[config.mk]
export PLATFORM = sky130hd
export DESIGN_NAME = unidad_de_control_multiciclo
export DESIGN_NICKNAME = d
export VERILOG_FILES = /design/src/rtl/unidad_de_control_multiciclo.sv
export SDC_FILE = /design/constraint.sdc
export NUM_CORES = 1
export LEC_CHECK = 0
export BUFFER_PORTS_ARGS = -buffer_cell sky130_fd_sc_hd__buf_2
export CAP_MARGIN = 0
export CORE_MARGIN = 2
export CORE_UTILIZATION = 27
export CTS_CLUSTER_SIZE = 24
export DETAILED_ROUTE_END_ITERATION = 6
export PLACE_DENSITY_LB_ADDON = 0.1
export SLEW_MARGIN = 20
export SYNTH_ARGS = -nofsm -noshare
export SYNTH_HDL_FRONTEND = slang
export SYNTH_SLANG_ARGS = --single-unit
[constraint.sdc]
create_clock -name clk_i -period 2.9 [get_ports clk_i]
set_input_delay 0.58 -clock clk_i [delete_from_list [all_inputs] [get_ports clk_i]]
set_output_delay 0.58 -clock clk_i [all_outputs]
set_load 0.02 [all_outputs]
[src/rtl/unidad_de_control_multiciclo.sv]
// Multicycle control unit for the MIPS-subset datapath: walks each instruction through
// fetch/decode/execute/memory/writeback and guards memory handshakes with a wait timeout.
module unidad_de_control_multiciclo #(
  parameter int OP_W         = 6,
  parameter int ALUOP_W      = 3,
  parameter int MEM_TIMEOUT  = 15,
  parameter int TRAP_ILLEGAL = 1
) (
  input  logic               clk_i,
  input  logic               rst_n_i,
  input  logic [OP_W-1:0]    op_i,
  input  logic               zero_i,
  input  logic               mem_ready_i,
  output logic               mem_req_o,
  output logic               MemToWrite_o,
  output logic               MemToReg_o,
  output logic               RegWrite_o,
  output logic [ALUOP_W-1:0] ALUOp_o,
  output logic               alu_src_o,
  output logic               reg_dst_o,
  output logic               ir_write_o,
  output logic               pc_write_o,
  output logic               pc_branch_o,
  output logic               instr_done_o,
  output logic               illegal_op_o,
  output logic               halted_o,
  output logic               fault_o
);

  localparam logic [OP_W-1:0] OP_R    = OP_W'(6'b000000);
  localparam logic [OP_W-1:0] OP_LW   = OP_W'(6'b100011);
  localparam logic [OP_W-1:0] OP_SW   = OP_W'(6'b101011);
  localparam logic [OP_W-1:0] OP_BEQ  = OP_W'(6'b000100);
  localparam logic [OP_W-1:0] OP_ADDI = OP_W'(6'b001000);
  localparam logic [OP_W-1:0] OP_ORI  = OP_W'(6'b001101);

  localparam logic [ALUOP_W-1:0] ALU_ADD   = ALUOP_W'(3'b000);
  localparam logic [ALUOP_W-1:0] ALU_SUB   = ALUOP_W'(3'b001);
  localparam logic [ALUOP_W-1:0] ALU_FUNCT = ALUOP_W'(3'b010);
  localparam logic [ALUOP_W-1:0] ALU_OR    = ALUOP_W'(3'b011);

  // A zero timeout disables the guard; keep the counter at least one bit wide.
  localparam int              CNT_W    = (MEM_TIMEOUT > 0) ? $clog2(MEM_TIMEOUT + 1) : 1;
  localparam logic [CNT_W-1:0] CNT_LAST = (MEM_TIMEOUT > 0) ? CNT_W'(MEM_TIMEOUT - 1) : '0;
  localparam bit              TO_EN    = (MEM_TIMEOUT > 0);

  typedef enum logic [3:0] {
    S_FETCH,
    S_DECODE,
    S_EXEC,
    S_ADDR,
    S_MEM_RD,
    S_MEM_WR,
    S_WB,
    S_BRANCH,
    S_HALT
  } state_t;

  state_t           state_q, state_d;
  logic [OP_W-1:0]  op_q, op_d;
  logic [CNT_W-1:0] cnt_q, cnt_d;
  logic             fault_q, fault_d;
  logic             mem_state;

  function automatic logic is_legal(input logic [OP_W-1:0] o);
    return (o == OP_R) || (o == OP_LW) || (o == OP_SW) ||
           (o == OP_BEQ) || (o == OP_ADDI) || (o == OP_ORI);
  endfunction

  assign mem_state = (state_q == S_FETCH) || (state_q == S_MEM_RD) || (state_q == S_MEM_WR);

  always_comb begin
    state_d = state_q;
    op_d    = op_q;
    cnt_d   = cnt_q;
    fault_d = fault_q;
    case (state_q)
      S_FETCH:  if (mem_ready_i) state_d = S_DECODE;
      S_DECODE: begin
        op_d = op_i;
        if ((op_i == OP_R) || (op_i == OP_ADDI) || (op_i == OP_ORI)) state_d = S_EXEC;
        else if ((op_i == OP_LW) || (op_i == OP_SW))                  state_d = S_ADDR;
        else if (op_i == OP_BEQ)                                        state_d = S_BRANCH;
        else if (TRAP_ILLEGAL != 0)                                     state_d = S_HALT;
        else                                                            state_d = S_FETCH;
      end
      S_EXEC:   state_d = S_WB;
      S_ADDR:   state_d = (op_q == OP_LW) ? S_MEM_RD : S_MEM_WR;
      S_MEM_RD: if (mem_ready_i) state_d = S_WB;
      S_MEM_WR: if (mem_ready_i) state_d = S_FETCH;
      S_WB:     state_d = S_FETCH;
      S_BRANCH: state_d = S_FETCH;
      S_HALT:   state_d = S_HALT;
      default:  state_d = S_FETCH;
    endcase

    // A ready in the final allowed cycle still counts as success.
    if (mem_state && !mem_ready_i) begin
      if (TO_EN && (cnt_q == CNT_LAST)) begin
        state_d = S_HALT;
        fault_d = 1'b1;
      end else if (cnt_q != '1) begin
        cnt_d = cnt_q + 1'b1;
      end
    end
    if (state_d != state_q) cnt_d = '0;
  end

  always_ff @(posedge clk_i) begin
    if (!rst_n_i) begin
      state_q <= S_FETCH;
      op_q    <= '0;
      cnt_q   <= '0;
      fault_q <= 1'b0;
    end else begin
      state_q <= state_d;
      op_q    <= op_d;
      cnt_q   <= cnt_d;
      fault_q <= fault_d;
    end
  end

  // Everything is forced low while reset is held so an abandoned instruction leaves no side effects.
  always_comb begin
    mem_req_o    = 1'b0;
    MemToWrite_o = 1'b0;
    MemToReg_o   = 1'b0;
    RegWrite_o   = 1'b0;
    ALUOp_o      = ALU_ADD;
    alu_src_o    = 1'b0;
    reg_dst_o    = 1'b0;
    ir_write_o   = 1'b0;
    pc_write_o   = 1'b0;
    pc_branch_o  = 1'b0;
    instr_done_o = 1'b0;
    illegal_op_o = 1'b0;
    halted_o     = 1'b0;
    fault_o      = 1'b0;
    if (rst_n_i) begin
      fault_o = fault_q;
      case (state_q)
        S_FETCH: begin
          mem_req_o  = 1'b1;
          ir_write_o = mem_ready_i;
          pc_write_o = mem_ready_i;
        end
        S_DECODE: illegal_op_o = !is_legal(op_i);
        S_EXEC: begin
          if (op_q == OP_R) begin
            ALUOp_o   = ALU_FUNCT;
            alu_src_o = 1'b0;
          end else if (op_q == OP_ORI) begin
            ALUOp_o   = ALU_OR;
            alu_src_o = 1'b1;
          end else begin
            ALUOp_o   = ALU_ADD;
            alu_src_o = 1'b1;
          end
        end
        S_ADDR: begin
          ALUOp_o   = ALU_ADD;
          alu_src_o = 1'b1;
        end
        S_MEM_RD: mem_req_o = 1'b1;
        S_MEM_WR: begin
          mem_req_o    = 1'b1;
          MemToWrite_o = 1'b1;
          instr_done_o = mem_ready_i;
        end
        S_WB: begin
          RegWrite_o   = 1'b1;
          instr_done_o = 1'b1;
          MemToReg_o   = (op_q == OP_LW);
          reg_dst_o    = (op_q == OP_R);
        end
        S_BRANCH: begin
          ALUOp_o      = ALU_SUB;
          instr_done_o = 1'b1;
          pc_branch_o  = zero_i;
        end
        S_HALT:  halted_o = 1'b1;
        default: ;
      endcase
    end
  end

endmodule

==> run summary <==
Hold_buf cts = 0
Largest area contributor in the netlist = dfxtp_1
Fin cells = 215
Pwr/cell area = 420 nW/µm²
Asr flop ratio synth = 0
Starting Density = 0.284
Clock latency at the later pin of the worst-skew pair = 0.25 ns
Residual DRC = 0
Setup crit start kind = flop
Internal = 0.379 mW
Cell variety after synth = 46
Layout Utilization = 0.329
Unrepaired setup endpoints after global routing = no
Launch point of the worst reg-to-reg path = state_q[2]
Arrival time at the worst endpoint = 1.85 ns
Synthesized cell area = 1150 µm²
Clk network pwr share = 0.305
Area growth from synthesis to layout = 15.6%
Fin Clk Skew = 0.00525 ns
Vias in the first global route = 1,068
Synth cell count leaders = dfxtp_1 (15), nor2_1 (15), nand2_1 (9), nor2b_1 (9), nor3_1 (9)
Delay of the slowest critical-path stage = 0.54 ns
Mapped Cells = 146
DRT Pass-1 Iters = 4
End point of the worst hold path = fault_q
Worst hold path type = reg2reg
Setup TNS = 0 ns
Status = finished, final reports clean
Dpl cells = 211
Cell row count = 23
Post-route ant nets = 0
WS Path Type = reg2out
Seq/Total Area, Yosys = 0.262
Routability cong. = 0.815
Fmax = 412 MHz
Crit. End Element = primary output
Actual slew at the worst max-slew pin = 0.718 ns
Area contributors post-synth = dfxtp_1 (26%), mux2i_1 (5.2%), nor2_1 (4.9%)
PortBufs = 24
Worst reg-to-reg path cell count = 5
Share of layout cells above drive strength 1 = 0.200
Final hold slack = 0.469 ns
N_diodes = 0
Post-CTS Resized = 0
Gate power share = 0.258
Core Region = 4030 µm²
Cell Chain, Critical Path = or2_2, nor4_1, o21ai_0, nor2_1, buf_2
P_sw = 0.178 mW
Peak supply drop = 0.000143 V
Worst endpoint required time = 2.32 ns
Clock root cell = clkbuf_8
Slowest-stage cell, CP = dfxtp_1
CTS clk-pin slew, worst paths = 0.06 ns
I/O pin total = 26
Die height = 69.2 µm
Global-route wire length before repair = 5.11 mm
Clock Path Buffers = 2
Nets = 178
Area fraction of the dominant cell type after synthesis = 0.262
Crit-path max FO = 20
Num CTS Buffers = 3
Final hold violation count = 0
Post-CTS Repair Setup Buffers = 0
Pleak = 0.525 nW
Minimum clock period after layout = 2.43 ns
Tot Pwr = 0.557 mW
FF+latch count, synth = 15
DP Wirelength = 2.23 mm
Largest net degree at the start of global routing = 21
Main synth FF type = dfxtp_1
R2R Setup Slk = 0.73 ns
Mapped Nets = 158
H-tree depth = 1
Pins Over Slew Limit = 0
Final setup fails = 0
Avg WL per Cell = 13.6 µm
Sink Count = 15
GRT Resource Usage Total = 0.129
Worst Setup SP = state_q[2]
RR Endpoint = cnt_q[1]
Initial antenna violation count = 0
Vias = 1,098
Yosys warning count = 0
Fin crit share = 0.837
Worst hold stages = 1
FILL cells = 453
Total grt overflow = 0
Reg power frac = 0.437
Post-Syn Area per Cell = 7.85 µm²
Final wirelength = 2.92 mm
Sw Share = 0.319
Slew headroom = 0.521
Die area = 4780 µm²
Post-synth EDFFs = 0
CTS tree = done
Die W = 69.2 µm
DR iter-0 viols = 58
Hold_sp = fault_q
DR vias/cell = 5.11
MaxCap Viol Count = 0
==> registers in the layout, summed over array words and instances (netlist names) <==
signal   cells
cnt_q        4
fault_q      1
state_q      4
op_q         6
==> final cells by class <==
cell class,instances,area [µm²],share of cell area
inverters,3,11.3,0.00850
multi-input cells,118,778,0.587
flip-flops and latches,15,300,0.227
well taps,50,62.6,0.0472
repair buffers,25,128,0.0963
clock buffers,4,45.0,0.0340
==> routing by layer <==
layer,routed length (µm),vias up,GRT usage
met5,0,-,0
met4,27,0,0.0392
met3,119,4,0.0219
met2,1220,21,0.197
met1,1550,503,0.186
li1,-,570,-
==> critical path: cells and delay by family (launching register included) <==
kind	cells	cell delay, ns
AOI/OAI and AO/OA	1	0.14
buffers and inverters	1	0.17
DFF	1	0.54
and+or+nand+nor	3	0.75
==> power by group through the flow <==
stage,Clock [mW],Combinational [mW],Sequential (mW)
floorplan,0,0.121,0.233
global placement,0,0.143,0.247
detailed placement,0,0.143,0.248
CTS,0.173,0.144,0.243
global route,0.186,0.163,0.247
finish,0.170,0.144,0.243
==> per-stage QoR <==
step | cell area [µm²] | worst slack, ns
after CTS | 1330 | 0.448
final | 1330 | 0.474
after floorplan | 1150 | 0.800
after global placement | 1280 | 0.577
after global routing | 1330 | 0.197
after detailed placement | 1280 | 0.552
==> cells by family after synthesis <==
kind of cell             after synthesis  share of synthesized area
AND/OR/NAND/NOR                       78                      0.405
AO/OA/AOI/OAI                         27                      0.166
flip-flops                            15                      0.262
buffers and inverters                 13                     0.0589
multiplexers                           6                     0.0524
XOR/XNOR                               4                     0.0306
adder cells (fa/ha/maj)                2                     0.0218
other                                  1                    0.00327
==> worst max path at each step <==
stage	to	cells past startpoint
after detailed placement	illegal_op_o	6
after floorplan	illegal_op_o	5
after CTS	ALUOp_o[1]	5
after global placement	illegal_op_o	6
after global routing	ALUOp_o[1]	5
final	ALUOp_o[1]	5
==> cells in the final DEF (no fill, tap or decap), types with 2 or more instances in the layout <==
cell / instances
a211oi_1: 4
a21oi_1: 4
a31oi_1: 2
and2_1: 3
and3_1: 3
and3b_1: 2
buf_2: 24
clkbuf_8: 3
dfxtp_1: 15
ha_1: 2
inv_1: 3
mux2i_1: 6
nand2_1: 9
nand2b_1: 4
nand3_1: 4
nand3b_1: 2
nand4_1: 2
nor2_1: 15
nor2b_1: 9
nor3_1: 9
nor4_1: 5
nor4b_2: 2
o211ai_1: 2
o21a_1: 2
o21ai_0: 6
xnor2_1: 2
xor2_1: 2
Power figures use the tool's default switching activity.
